### config.mk
export PLATFORM = sky130hd
export DESIGN_NAME = fetch_stage
export DESIGN_NICKNAME = d
export VERILOG_FILES = /design/src/rtl/riscv_core_pkg.sv /design/src/rtl/fetch_buffer.sv /design/src/rtl/fetch_stage.sv
export SDC_FILE = /design/constraint.sdc
export NUM_CORES = 1
export LEC_CHECK = 0
export ABC_AREA = 0
export CAP_MARGIN = 0
export CORE_ASPECT_RATIO = 0.9
export CORE_UTILIZATION = 30
export DETAILED_ROUTE_END_ITERATION = 8
export GPL_TIMING_DRIVEN = 1
export PLACE_DENSITY = 0.55
export SLEW_MARGIN = 5
export SYNTH_ARGS = -nofsm -noshare
export SYNTH_HDL_FRONTEND = slang
export SYNTH_SLANG_ARGS = --single-unit
### constraint.sdc
create_clock -name clk_i -period 7.6 [get_ports clk_i]
set_input_delay 0.76 -clock clk_i [delete_from_list [all_inputs] [get_ports clk_i]]
set_output_delay 0.76 -clock clk_i [all_outputs]
set_load 0.02 [all_outputs]
### src/rtl/riscv_core_pkg.sv
// -----------------------------------------------------------------------------
// riscv_core_pkg
//   Shared types and constants for the core front end.
//   FETCH_DEPTH    : instructions that may be buffered or in flight in Fetch
//   fetch_state_e  : fetch control FSM states (run / drain stale responses)
//   fetch_entry_t  : one IF/ID buffer entry {pc, instr}
// -----------------------------------------------------------------------------
package riscv_core_pkg;

  localparam int FETCH_DEPTH = 2;

  typedef enum logic {
    FETCH_RUN   = 1'b0,
    FETCH_DRAIN = 1'b1
  } fetch_state_e;

  typedef struct packed {
    logic [31:0] pc;
    logic [31:0] instr;
  } fetch_entry_t;

endpackage

### src/rtl/fetch_buffer.sv
// -----------------------------------------------------------------------------
// fetch_buffer
//   Small in-order FIFO of fetched {pc, instr} entries.
//   clk_i, rst_ni : clock, asynchronous active-low reset
//   push_i        : write push_data_i at the tail (ignored when full)
//   pop_i         : drop the head entry (ignored when empty)
//   clear_i       : empty the FIFO; wins over push and pop
//   full_o/empty_o: occupancy flags, count_o: number of entries held
//   head_o        : oldest entry, all-zero while empty
// -----------------------------------------------------------------------------
module fetch_buffer
  import riscv_core_pkg::*;
#(
  parameter int DEPTH = FETCH_DEPTH
) (
  input  logic                         clk_i,
  input  logic                         rst_ni,
  input  logic                         push_i,
  input  fetch_entry_t                 push_data_i,
  input  logic                         pop_i,
  input  logic                         clear_i,
  output logic                         full_o,
  output logic                         empty_o,
  output logic [$clog2(DEPTH+1)-1:0]   count_o,
  output fetch_entry_t                 head_o
);

  localparam int PTR_W = (DEPTH > 1) ? $clog2(DEPTH) : 1;
  localparam int CNT_W = $clog2(DEPTH + 1);

  fetch_entry_t     mem_q [DEPTH];
  logic [PTR_W-1:0] rd_ptr_q, wr_ptr_q;
  logic [CNT_W-1:0] count_q;
  logic             do_push, do_pop;

  function automatic logic [PTR_W-1:0] ptr_inc(input logic [PTR_W-1:0] p);
    return (p == PTR_W'(DEPTH - 1)) ? '0 : p + PTR_W'(1);
  endfunction

  assign full_o  = (count_q == CNT_W'(DEPTH));
  assign empty_o = (count_q == '0);
  assign count_o = count_q;
  assign do_push = push_i & ~full_o;
  assign do_pop  = pop_i & ~empty_o;

  // NOTE: storage is deliberately not reset; the pointers and count define
  // what is valid, and head_o is forced to zero while nothing is held.
  always_ff @(posedge clk_i) begin
    if (do_push && !clear_i) begin
      mem_q[wr_ptr_q] <= push_data_i;
    end
  end

  // NOTE: state registers use non-blocking assignments only, so every
  // flop samples the pre-edge values of its neighbours.
  always_ff @(posedge clk_i or negedge rst_ni) begin
    if (!rst_ni) begin
      rd_ptr_q <= '0;
      wr_ptr_q <= '0;
      count_q  <= '0;
    end else if (clear_i) begin
      rd_ptr_q <= '0;
      wr_ptr_q <= '0;
      count_q  <= '0;
    end else begin
      if (do_push) wr_ptr_q <= ptr_inc(wr_ptr_q);
      if (do_pop)  rd_ptr_q <= ptr_inc(rd_ptr_q);
      case ({do_push, do_pop})
        2'b10:   count_q <= count_q + CNT_W'(1);
        2'b01:   count_q <= count_q - CNT_W'(1);
        default: count_q <= count_q;
      endcase
    end
  end

  assign head_o = empty_o ? '0 : mem_q[rd_ptr_q];

endmodule

### src/rtl/fetch_stage.sv
// -----------------------------------------------------------------------------
// fetch_stage
//   Instruction fetch: issues in-order reads, buffers responses for decode,
//   and discards stale responses after a flush or redirect.
//   clk_i, rst_ni                       : clock, asynchronous active-low reset
//   stall_f_i                           : decode does not take IF/ID this cycle
//   flush_f_i                           : drop buffered and in-flight fetches
//   pc_redirect_i, pc_redirect_target_i : taken branch/jump from Execute
//   i_arvalid_o, i_araddr_o, i_arready_i: instruction read request channel
//   i_rvalid_i, i_rdata_i               : in-order read response channel
//   if_id_valid_o, if_id_pc_o, if_id_instr_o : IF/ID slot (FIFO head)
// -----------------------------------------------------------------------------
module fetch_stage
  import riscv_core_pkg::*;
#(
  parameter logic [31:0] RESET_VECTOR = 32'h0000_0000
) (
  input  logic        clk_i,
  input  logic        rst_ni,
  input  logic        stall_f_i,
  input  logic        flush_f_i,
  input  logic        pc_redirect_i,
  input  logic [31:0] pc_redirect_target_i,
  output logic        i_arvalid_o,
  output logic [31:0] i_araddr_o,
  input  logic        i_arready_i,
  input  logic        i_rvalid_i,
  input  logic [31:0] i_rdata_i,
  output logic        if_id_valid_o,
  output logic [31:0] if_id_pc_o,
  output logic [31:0] if_id_instr_o
);

  localparam int CNT_W = $clog2(FETCH_DEPTH + 1);

  fetch_state_e     state_q, state_d;
  logic [31:0]      pc_q, pc_d;
  logic [1:0]       live_q, live_d;        // accepted requests whose data will be kept
  logic [1:0]       discard_q, discard_d;  // responses still to be thrown away
  logic             active_q;              // holds off issue until the first edge out of reset
  logic             kill, pop, accept, push, credit_ok;
  logic [1:0]       inflight_sum;
  logic [CNT_W-1:0] buf_count;
  logic             buf_full, buf_empty;
  fetch_entry_t     push_entry, head_entry;

  assign kill   = flush_f_i | pc_redirect_i;
  assign pop    = if_id_valid_o & ~stall_f_i;
  assign accept = i_arvalid_o & i_arready_i;

  // Credit counts the head as free when decode takes it this cycle; without
  // that, a 1-cycle memory could only deliver every other cycle.
  assign credit_ok = ({1'b0, live_q} + 3'(buf_count)) < (3'(FETCH_DEPTH) + {2'b0, pop});

  // No issue while stale responses are pending, so live and stale requests
  // never interleave and the discard count stays within two bits.
  assign i_arvalid_o = active_q & (state_q == FETCH_RUN) & credit_ok;
  assign i_araddr_o  = pc_q;

  // Live requests are consecutive and end at pc_q - 4, so the oldest one
  // (the one answering now) was issued from pc_q - 4*live_q.
  assign push_entry.pc    = pc_q - {28'b0, live_q, 2'b00};
  assign push_entry.instr = i_rdata_i;

  // Guard keeps a full buffer from being overwritten should the memory ever
  // answer beyond the granted credit.
  assign push = i_rvalid_i & (state_q == FETCH_RUN) & ~kill & ~(buf_full & ~pop);

  // Everything still owed by memory after this edge; never exceeds two.
  assign inflight_sum = discard_q + live_q + 2'(accept) - 2'(i_rvalid_i);

  // NOTE: every output of this block gets a default first, so no path can
  // leave a value unassigned and infer a latch.
  always_comb begin
    state_d   = state_q;
    pc_d      = pc_q;
    live_d    = live_q;
    discard_d = discard_q;
    if (kill) begin
      live_d    = '0;
      discard_d = inflight_sum;
      state_d   = (inflight_sum != '0) ? FETCH_DRAIN : FETCH_RUN;
      if (pc_redirect_i) pc_d = pc_redirect_target_i;
    end else begin
      if (accept) pc_d = pc_q + 32'd4;
      unique case (state_q)
        FETCH_RUN: begin
          live_d = live_q + 2'(accept) - 2'(i_rvalid_i);
        end
        FETCH_DRAIN: begin
          if (i_rvalid_i) begin
            discard_d = discard_q - 2'd1;
            if (discard_q == 2'd1) state_d = FETCH_RUN;
          end
        end
        default: state_d = FETCH_RUN;
      endcase
    end
  end

  always_ff @(posedge clk_i or negedge rst_ni) begin
    if (!rst_ni) begin
      state_q   <= FETCH_RUN;
      pc_q      <= RESET_VECTOR;
      live_q    <= '0;
      discard_q <= '0;
      active_q  <= 1'b0;
    end else begin
      state_q   <= state_d;
      pc_q      <= pc_d;
      live_q    <= live_d;
      discard_q <= discard_d;
      active_q  <= 1'b1;
    end
  end

  fetch_buffer #(
    .DEPTH (FETCH_DEPTH)
  ) u_fetch_buffer (
    .clk_i       (clk_i),
    .rst_ni      (rst_ni),
    .push_i      (push),
    .push_data_i (push_entry),
    .pop_i       (pop),
    .clear_i     (kill),
    .full_o      (buf_full),
    .empty_o     (buf_empty),
    .count_o     (buf_count),
    .head_o      (head_entry)
  );

  assign if_id_valid_o = ~buf_empty;
  assign if_id_pc_o    = head_entry.pc;
  assign if_id_instr_o = head_entry.instr;

endmodule
==> metrics <==
Post-DRT Antenna Nets=0; CTS hold repair buffers=0; DP Cell Count=1,142; r2r endpoint=i_araddr_o[27]$_DFFE_PN0P_; status=complete, no violations; Layout Cells excl Fill=1,173; mux contribution to synthesized area=0.09068; Final Util=0.4071; post-synthesis sequential area ratio=0.6106; DRC=0; CP cell instances=buf_4, mux2i_1, nor2_1, clkdlybuf4s50_1; synthesized cell area=8016 µm²; Synth-to-Final Area Change=32.71%; Avg WL per Cell=16.97 µm; Final #Nets=895; IO Pins=169; Tmin final=3.577 ns; max-slew violation count=0; Total Wirelength=19.91 mm; Post-synth EDFFs=128; crit end category=output pin; cell count along the critical path=4; Pre-antenna DRT Iters=4; Multi-input gate area=2907 µm²; dominant cell type by area after synthesis=edfxtp_1; Post-synth top flop=edfxtp_1; setup slack, reg-to-reg=4.43 ns; initial antenna violation count=0; CTS Sinks=170; H-tree Lvls=4; maximum ir drop on the vdd rail=120.9 µV; die width=174.3 µm; Crit path max-delay family=buffers and inverters; Worst-Margin Slew=1.094 ns; Synth Area in XOR/XNOR=0.04698; R2R Path Start=u_fetch_buffer.count_o[0]$_DFFE_PN0P_; # diodes=0; Clk Tree Root Cell=clkbuf_16; WS Path Type=register to output pin; RSZ-0062 raised after global routing=false; final hold vios=0; Vias/cell=4.701; pin count of the biggest net entering global routing=69; Final setup viols=0; Overflow after GRT=0; CTS max path bufs=2; Critical Path Max Stage Delay=0.81 ns; HP Class=input port to async pin; DR iter-0 viols=291; Buf/Inv on CP=2; total power=2.388 mW; crit share post-route=0.4706; Post-Place Setup Slack=4.016 ns; Post-CTS Setup Inserts=0; Slew headroom=0.2709; crit path max fanout=59; Core ar.=26,140 µm²; static leakage=3.508 nW; Synth Area in Compound Gates=0.05275; WP data required=6.84 ns; Synth Area in Simple Gates=0.1481; total number of vias=5,514; post-synthesis cell count=663; routability cong.=0.7915; Die ar.=27,380 µm²; worst reg2reg path depth=7; TritonCTS clock tree=built; clock transition at the registers of the reported paths=0.07 ns; Mean Syn Cell Area=12.09 µm²; CP Capture Point=if_id_pc_o[27]; Fin Setup TNS=0 ns; post-CTS sizing=0; Port Buf Inserts=168; Power Density=224.4 nW/µm²; TritonCTS Buffers=17; ys async rst share=0.2471; share of layout cells above drive strength 1=0.06667; max-cap violations=0; HPWL after DPL=13.46 mm; vias in the first global route=5,408; fmax=279.6 MHz; first-pass GRT wire length=31.06 mm; Synth cell types=54; # rows=56; Setup WS post-layout=4.023 ns; total track usage=0.1501; Skew-Pair Late Insertion Delay=0.42 ns; Mapped Nets=745; initial core utilization=0.3067; crit path DAT=2.82 ns; final hold slack=0.5210 ns; Worst path slowest cell=buf_4; Syn. warnings=0; #FFs+latches synth=170; post-synthesis adder-cell area fraction=0.01998; Area after DPL=10,030 µm²; Reg area=4898 µm²; Filler Cell Count=2,441; CP Launch Type=register; top cell type's share of synthesized area=0.4795; Setup Skew=0.01012 ns; chip height=157.1 µm; Synth area leaders=edfxtp_1 48%, dfrtp_1 13%, mux2i_1 8.4%, nor2_1 5.0%, xnor2_1 2.9%; CP Launch Point=u_fetch_buffer.rd_ptr_q$_DFFE_PN0P_; largest family of logic cells by synthesized area=simple AND/OR/NAND/NOR gates; design area=10,640 µm²
## worst min-delay path by stage
stage                               from                                     to  slack, ns  cells past startpoint
2_1_floorplan                     rst_ni                     active_q$_DFF_PN0_       0.46                      0
5_1_grt        i_araddr_o[1]$_DFFE_PN0P_  u_fetch_buffer.mem_q[0][33]$_DFFE_PP_       0.56                      0
6_report                          rst_ni               discard_q[0]$_DFFE_PN0P_       0.52                      1
4_1_cts        i_araddr_o[1]$_DFFE_PN0P_  u_fetch_buffer.mem_q[0][33]$_DFFE_PP_       0.54                      0
3_3_place_gp   i_araddr_o[1]$_DFFE_PN0P_  u_fetch_buffer.mem_q[0][33]$_DFFE_PP_       0.53                      0
3_5_place_dp   i_araddr_o[1]$_DFFE_PN0P_  u_fetch_buffer.mem_q[1][33]$_DFFE_PP_       0.53                      0
## cells by family after synthesis
logic type	Yosys count
mux	72
compound gates	67
flops	170
xor+xnor	43
simple gates	239
other cells	1
fa+ha+maj	11
buf+inv	60
## synth_stat cells, drive strengths merged, types with 14 or more instances
cell type and n:
dfrtp 42, xnor2 27, mux2i 67, inv 17
xor2 16, clkbuf 26, o21ai 20, nor2 107
edfxtp 128, nand2 34, buf 17, nand3 14
## cell usage in the layout, fill, tap and decap left out, types with 2 or more instances in the layout
cell / count
a21oi_1: 13
a22oi_1: 3
a31oi_1: 10
and2_1: 2
and3_1: 4
and4_1: 5
buf_4: 6
bufinv_16: 3
clkbuf_16: 17
clkdlybuf4s50_1: 167
clkinvlp_4: 3
dfrtp_1: 41
edfxtp_1: 128
fa_1: 3
ha_1: 8
inv_1: 17
inv_6: 4
mux2_2: 5
mux2i_1: 67
nand2_1: 34
nand2b_1: 5
nand3_1: 14
nand3b_1: 3
nand4_1: 9
nand4b_1: 2
nor2_1: 106
nor2b_1: 6
nor3_1: 11
nor3_2: 2
nor3b_1: 2
nor4_1: 6
nor4_2: 3
o21ai_0: 20
o31ai_1: 7
o32ai_1: 2
or2_2: 2
or3_1: 6
or4_1: 11
xnor2_1: 27
xor2_1: 16
## routing by layer
layer	routed length (µm)	part of all wire	GRT usage
met1	9662	0.49	0.2068
met2	9043	0.45	0.2330
met3	954	0.048	0.03502
met4	248	0.012	0.04804
met5	0	0	0
## state kept, by name, indices dropped and copies added, names as in the netlist
name / flops
discard_q: 2
live_q: 2
u_fetch_buffer.mem_q: 128
u_fetch_buffer.count_o: 2
u_fetch_buffer.wr_ptr_q: 1
state_q: 1
u_fetch_buffer.rd_ptr_q: 1
i_araddr_o: 32
active_q: 1
## layout make-up
class,count,share of cell area
inverters,17,0.005998
clock buffers,17,0.03999
repair buffers,174,0.1618
clock inverters,14,0.01764
flip-flops and latches,170,0.4604
well taps,348,0.04093
multi-input cells,433,0.2732
## power by group
group          total [mW]  switching (mW)  internal, mW
sequential           1.11          0.0614          1.05
clock               0.905           0.381         0.524
combinational       0.370           0.196         0.174
No activity file was read; power rests on OpenSTA's default activity.
